--- src/rtl/dmem_arbiter.sv ---
// Round-robin arbiter giving two requesters access to one single-ported data memory.
// Every access walks IDLE -> ACC (memory driven) -> DONE (ack pulse), three cycles each.
module dmem_arbiter #(
    parameter int DEPTH_LOG2 = 5
) (
    input  logic        Clk,
    input  logic        Clrn,
    input  logic        req0,
    input  logic        we0,
    input  logic [31:0] addr0,
    input  logic [31:0] wdata0,
    input  logic        req1,
    input  logic        we1,
    input  logic [31:0] addr1,
    input  logic [31:0] wdata1,
    output logic        ack0,
    output logic        err0,
    output logic [31:0] rdata0,
    output logic        ack1,
    output logic        err1,
    output logic [31:0] rdata1,
    output logic [31:0] MAddr,
    output logic [31:0] MDin,
    output logic        MWe,
    input  logic [31:0] MDout,
    output logic        busy,
    output logic [1:0]  state_dbg
);
    // Handshake: a requester raises reqN with we/addr/wdata and holds all of them until the
    // single-cycle ackN; a req seen while IDLE is always taken as a new access.
    typedef enum logic [1:0] {
        IDLE = 2'd0,
        ACC  = 2'd1,
        DONE = 2'd2
    } state_t;

    state_t      state;
    state_t      state_nxt;
    logic        ptr;
    logic        sel;
    logic        we_l;
    logic        err_l;
    logic        any_req;
    logic        win;
    logic        win_we;
    logic        win_err;
    logic [31:0] win_addr;
    logic [31:0] win_wdata;

    assign any_req = req0 | req1;
    // Port 1 wins when it requests alone, or on a tie when port 0 was served last.
    assign win       = req1 & (~req0 | ~ptr);
    assign win_we    = win ? we1 : we0;
    assign win_addr  = win ? addr1 : addr0;
    assign win_wdata = win ? wdata1 : wdata0;
    assign win_err   = (win_addr[1:0] != 2'b00) || (win_addr[31:DEPTH_LOG2+2] != '0);

    always_ff @(posedge Clk or negedge Clrn) begin
        if (!Clrn) state <= IDLE;
        else       state <= state_nxt;
    end

    always_comb begin
        state_nxt = state;
        unique case (state)
            IDLE:    if (any_req) state_nxt = ACC;
            ACC:     state_nxt = DONE;
            DONE:    state_nxt = IDLE;
            default: state_nxt = IDLE;
        endcase
    end

    always_ff @(posedge Clk or negedge Clrn) begin
        if (!Clrn) begin
            ptr    <= 1'b1;
            sel    <= 1'b0;
            we_l   <= 1'b0;
            err_l  <= 1'b0;
            MAddr  <= '0;
            MDin   <= '0;
            rdata0 <= '0;
            rdata1 <= '0;
            busy   <= 1'b0;
        end else begin
            busy <= (state_nxt != IDLE);
            if (state == IDLE && any_req) begin
                ptr   <= win;
                sel   <= win;
                we_l  <= win_we;
                err_l <= win_err;
                MAddr <= win_addr;
                MDin  <= win_wdata;
            end
            // Writes and faulted accesses return zero so stale memory data never leaks out.
            if (state == ACC) begin
                if (sel) rdata1 <= (we_l || err_l) ? '0 : MDout;
                else     rdata0 <= (we_l || err_l) ? '0 : MDout;
            end
        end
    end

    always_comb begin
        MWe       = 1'b0;
        ack0      = 1'b0;
        ack1      = 1'b0;
        err0      = 1'b0;
        err1      = 1'b0;
        state_dbg = state;
        if (state == ACC) MWe = we_l & ~err_l;
        if (state == DONE) begin
            ack0 = ~sel;
            ack1 = sel;
            err0 = ~sel & err_l;
            err1 = sel & err_l;
        end
    end
endmodule

--- config.mk ---
export PLATFORM = sky130hd
export DESIGN_NAME = dmem_arbiter
export DESIGN_NICKNAME = d
export VERILOG_FILES = /design/src/rtl/dmem_arbiter.sv
export SDC_FILE = /design/constraint.sdc
export NUM_CORES = 1
export LEC_CHECK = 0
export BUFFER_PORTS_ARGS = -buffer_cell sky130_fd_sc_hd__buf_4
export CORE_ASPECT_RATIO = 1.25
export CORE_MARGIN = 2
export CORE_UTILIZATION = 41
export CTS_BUF_LIST = sky130_fd_sc_hd__clkbuf_16
export CTS_CLUSTER_SIZE = 25
export DETAILED_ROUTE_END_ITERATION = 6
export GPL_ROUTABILITY_DRIVEN = 0
export GPL_TIMING_DRIVEN = 0
export HOLD_SLACK_MARGIN = 0.06
export PLACE_DENSITY = 0.88
export SYNTH_ARGS = -nofsm -noshare
export SYNTH_HDL_FRONTEND = slang
export SYNTH_SLANG_ARGS = --single-unit
--- constraint.sdc ---
create_clock -name Clk -period 1.3 [get_ports Clk]
set_input_delay 0.26 -clock Clk [delete_from_list [all_inputs] [get_ports Clk]]
set_output_delay 0.26 -clock Clk [all_outputs]
set_load 0.01 [all_outputs]
# --- Word-level counts from Yosys, hierarchy flattened ---
# Cells that the tools add are included.
word_totals:
  reg_bits: 135
  input_bits: 166
classes:
  eq_ne: 2
  muxes: 11
  bitwise: 10
  reduce_logical: 9
op_table:
  columns: ["cell", "count"]
  rows:
  - ["32-bit two-way mux", 3]
  - ["25-bit nonzero test", 1]
  - ["1-bit two-way mux", 6]
  - ["1-bit bitwise AND", 4]
  - ["1-bit inverter", 4]
  - ["2-bit one-hot mux with 2 select lines", 1]
  - ["2-bit AND reduction", 2]
  - ["2-bit nonzero test", 2]
  - ["2-bit by 1-bit equality test with 1-bit output, second input constant", 1]
  - ["2-bit equality test, second input constant", 1]
  - ["2-bit zero test", 1]
  - ["1-bit logical OR", 2]
  - ["2-bit two-way mux", 1]
  - ["1-bit OR", 2]
  - ["1-bit logical AND", 1]

# --- Longest topological paths before layout ---
depth:
  depth_word: 6
  mapped_depth: 6
  ltp_nobuf: 4

# --- Least setup slack after synthesis ---
# Ideal clock, no wire load.
synth_timing:
  kind: "reg-to-reg"
  startpoint: "reg ptr"
  endpoint: "reg err_l"
  t_arrival_ns: 1.240
  t_required_ns: 1.173
  slack_ns: -0.068
  stages_incl_launch_ff: 7
  n_path_buf: 2
  period_less_slack_ns: 1.368
  path_cell_list: "dfstp_2 > a21boi_2 > buf_4 > buf_12 > nand4b_1 > o22ai_1 > o21ai_0"
synth_via:
  elab_chain_len: 6
synth_lines:
  columns: ["element", "line", "rtl"]
  rows:
  - ["from (decl)", "39", "logic ptr;"]
  - ["from (signal assigned)", "87", "ptr <= win;"]
  - ["1-bit inverter (*)", "52", "assign win = req1 & (~req0 | ~ptr);"]
  - ["1-bit OR (*)", "52", null]
  - ["1-bit bitwise AND (*)", "52", null]
  - ["32-bit two-way mux (*)", "54", "assign win_addr = win ? addr1 : addr0;"]
  - ["25-bit nonzero test / 2-bit nonzero test (equally long branches)", "56", "assign win_err = (win_addr[1:0] != 2'b00) || (win_addr[31:DEPTH_LOG2+2] != '0);"]
  - ["1-bit logical OR (*)", "56", null]
  - ["to (signal assigned)", "90", "err_l <= win_err;"]
  - ["to (decl)", "42", "logic err_l;"]
# Mark *: on every way between the ends. The rest lies on a longest branch, timed or not.
# A chain may end at the register's enable or synchronous reset.

# --- Final worst setup path ---
layout_timing:
  startpoint: "reg state[0] (netlist: state_dbg[0])"
  endpoint: "reg sel"
layout_via:
  elab_chain_len: 2
layout_lines:
  columns: ["element", "line", "rtl"]
  rows:
  - ["from (decl)", "37", "state_t state;"]
  - ["from (signal assigned)", "60", "else state <= state_nxt;"]
  - ["2-bit zero test", "86", "if (state == IDLE && any_req) begin"]
  - ["1-bit logical AND", "86", null]
  - ["to (signal assigned)", "88", "sel <= win;"]
  - ["to (decl)", "40", "logic sel;"]
# Every way passes these cells.

==> impl_results.md <==
* Post-Syn Area at 5770 um2
* Average cell area after synthesis at 10.2 um2
* WL/cell at 21.9 um
* R2r endpoint: sel
* Cell mode on critical path: buf_6
* Sequential area share after synthesis at 0.586
* Cell Area, Placed at 8290 um2
* Peak supply drop at 1410 uV
* Worst Hold Class: input pin to flip-flop
* CTS tree: yes
* Clk root buf: clkbuf_16
* Count leader, synth: nand2_1
* Slowest cell on the critical path: dfrtp_2
* Num CTS Buffers at 17
* Largest net degree at the start of global routing at 88
* Max_cap viols at 0
* Antenna-violating nets left at 0
* CTS H-tree lvls at 4
* Area Growth Syn to Fin at 85.0%
* Slowest stage delay, CP at 450 ps
* Crit share post-route at 1.24
* Finished Core Util at 0.773
* Number of flops mapped to enable cells by yosys at 0
* Vias in the first global route at 6260
* Crit path cell chain: buf_4 -> buf_6 -> nor2_4 -> o21ai_4 -> clkbuf_16 -> buf_6 -> a22o_1
* Die width at 110 um
* Worst hold stages at 3
* Cell area after layout at 10700 um2
* Via count at 6282
* Synth warnings at 0
* Max Fclk at 0.621 GHz
* Post-synth cell types at 31
* Synthesized instance count at 568
* R2R Setup Slk at -310 ps
* Clock Latency Late Sink at 410 ps
* Worst Hold Endpoint: rdata1[25]
* Top cells by area, synth: dfrtp_1 (58%), mux2i_1 (11%), nand2_1 (11%)
* Worst EP arrival at 1910 ps
* Core ar. at 13800 um2
* Die Footprint at 15000 um2
* Initial core utilization at 0.418
* IO buf count at 301
* Yosys top cell area share at 0.581
* Critical path class: flip-flop to flip-flop
* R2R depth at 7
* Yosys top cell by area: dfrtp_1
* Io pins at 302
* Non-filler cells in the finished layout at 1129
* Worst slew margin at 0.669
* Pre-antenna DRT Iters at 7
* Top FF cell, synth: dfrtp_1
* Critical path launch point type: flip-flop
* Pre-CTS setup slack at -322 ps
* Crit. End Element: flip-flop
* RSZ-0062 raised after global routing: yes
* Total Nets Final at 1107
* #FFs+latches synth at 135
* Remaining Overflow, GRT at 0
* Critical Path RT at 1600 ps
* Clk_skew at 13.3 ps
* Vias per inst at 5.56
* N_diodes at 0
* Synthesized Nets at 734
* Fin Hold WS at 114 ps
* Initial antenna violation count at 0
* Share of cells above drive strength 1 at 0.608
* WL final at 24800 um
* CP max FO at 7
* Status: complete, but fails checks
* Total track usage at 0.295
* Commonest cells in the synthesized netlist: nand2_1 (164), dfrtp_1 (134), o21ai_0 (109)
* Detail Placement HPWL at 14900 um
* Final Hold Viols at 0
* Failing checks: DRC, setup timing
* Final worst slack at -310 ps
* DRC at 1
* First-pass GRT wire length at 33500 um
* Power Dens Cells at 2540 nW/um2
* FP Rows at 48
* Final min period at 1610 ps
* Pleak at 5.22 nW
* Clock Pin Slew Worst Setup and Hold Paths at 70 ps
* Clock tree sinks at 135
* DR iter-0 viols at 451
* Final count of pins violating max slew at 0
* Worst r2r src: state_dbg[0]
* Actual slew at the worst max-slew pin at 492 ps
* Final Setup Violations at 138
* Placed Cells at 1045
* Min-delay src: MDout[25]
* Die height at 137 um
* Setup crit start: state_dbg[0]
* Async SR Flop Fraction at 1.00
* CTS max path bufs at 2
[worst max path at each step]
stage | end | cells after the start | slack (ps)
after CTS | ack0 | 3 | -310
after global placement | state_dbg[1] | 1 | -670
after floorplan | err_l | 6 | -40
final | sel | 7 | -310
after global routing | rdata0[14] | 8 | -380
after detailed placement | rdata1[23] | 4 | -320
[area by class of cell]
class,instances,area [um2]
fillers,836,3140
plain buffers,35,588
flip-flops and latches,135,3380
inverters,1,3.75
clock buffers,17,425
multi-input cells,395,2790
well taps,175,219
clock inverters,15,131
repair buffers,356,3140
[cell families (layout without fill, tap and decap cells)]
logic type	after synthesis	in the layout	share of synthesized area
and+or+nand+nor	193	194	0.139
buffers and inverters	39	424	0.0418
muxes	65	65	0.113
DFF	135	135	0.586
AOI/OAI and AO/OA	136	136	0.121
[sequential cells by signal, summed over array words and instances, names as in the netlist]
| name | flops |
|---|---|
| state_dbg | 2 |
| we_l | 1 |
| busy | 1 |
| rdata1 | 32 |
| err_l | 1 |
| rdata0 | 32 |
| MDin | 32 |
| sel | 1 |
| MAddr | 32 |
| ptr | 1 |
[cells in the final DEF, fill, tap and decap left out, types with 2 or more instances in the layout]
| master | Yosys | routed |
|---|---|---|
| buf_4 | 1 | 308 |
| dfrtp_1 | 134 | 131 |
| nand2_1 | 164 | 94 |
| o21ai_2 | 1 | 65 |
| mux2i_1 | 65 | 60 |
| nand2_2 | 0 | 58 |
| o21ai_1 | 21 | 48 |
| clkbuf_16 | 0 | 33 |
| buf_8 | 0 | 26 |
| buf_6 | 4 | 21 |
| o21ai_0 | 109 | 14 |
| nor4_1 | 12 | 12 |
| nand2_4 | 0 | 11 |
| buf_12 | 3 | 10 |
| inv_6 | 0 | 7 |
| buf_16 | 0 | 5 |
| o21ai_4 | 0 | 4 |
| mux2i_4 | 0 | 3 |
| nand4_1 | 3 | 3 |
| inv_8 | 0 | 3 |
| clkinvlp_4 | 0 | 3 |
| dfrtp_2 | 0 | 3 |
| nor2b_4 | 1 | 2 |
| nor2_4 | 0 | 2 |
| nand2b_1 | 2 | 2 |
| nand2_8 | 0 | 2 |
| mux2i_2 | 0 | 2 |
| nor3_1 | 2 | 2 |
| dlygate4sd3_1 | 0 | 2 |
[critical path, delay by kind of cell, from the launching register on]
kind,cells,cell delay [ps]
buffers and inverters,4,550
flip-flops,1,450
AO/OA/AOI/OAI,2,350
AND/OR/NAND/NOR,1,140
[metrics by stage]
stage,power [mW],TNS [ps]
final,27.1,-27070
after global routing,28.3,-33970
after CTS,25.0,-21230
after detailed placement,16.2,-30520
after global placement,15.9,-101700
after floorplan,11.3,-256
[layer usage]
metal,vias to the layer above,GRT usage,part of all wire
met5,-,0,0
met4,0,0.135,0.042
met3,88,0.0748,0.079
met2,383,0.521,0.53
met1,3102,0.330,0.35
li1,2709,-,-
[power breakdown]
group	internal, mW	switching (mW)
Clock	2.52	2.12
Sequential	6.12	1.61
Combinational	7.66	7.09
Total	16.3	10.8
[timing repair]
action                                  4_1_cts  5_1_grt
hold buffers                                  2        0
setup buffers                                29        6
endpoints found under the hold margin        48        0
pin swaps                                    68       18
gates resized for setup                     272      148
endpoints found under the setup margin      139      177
cloned                                       13       11
Power figures use the tool's default switching activity.
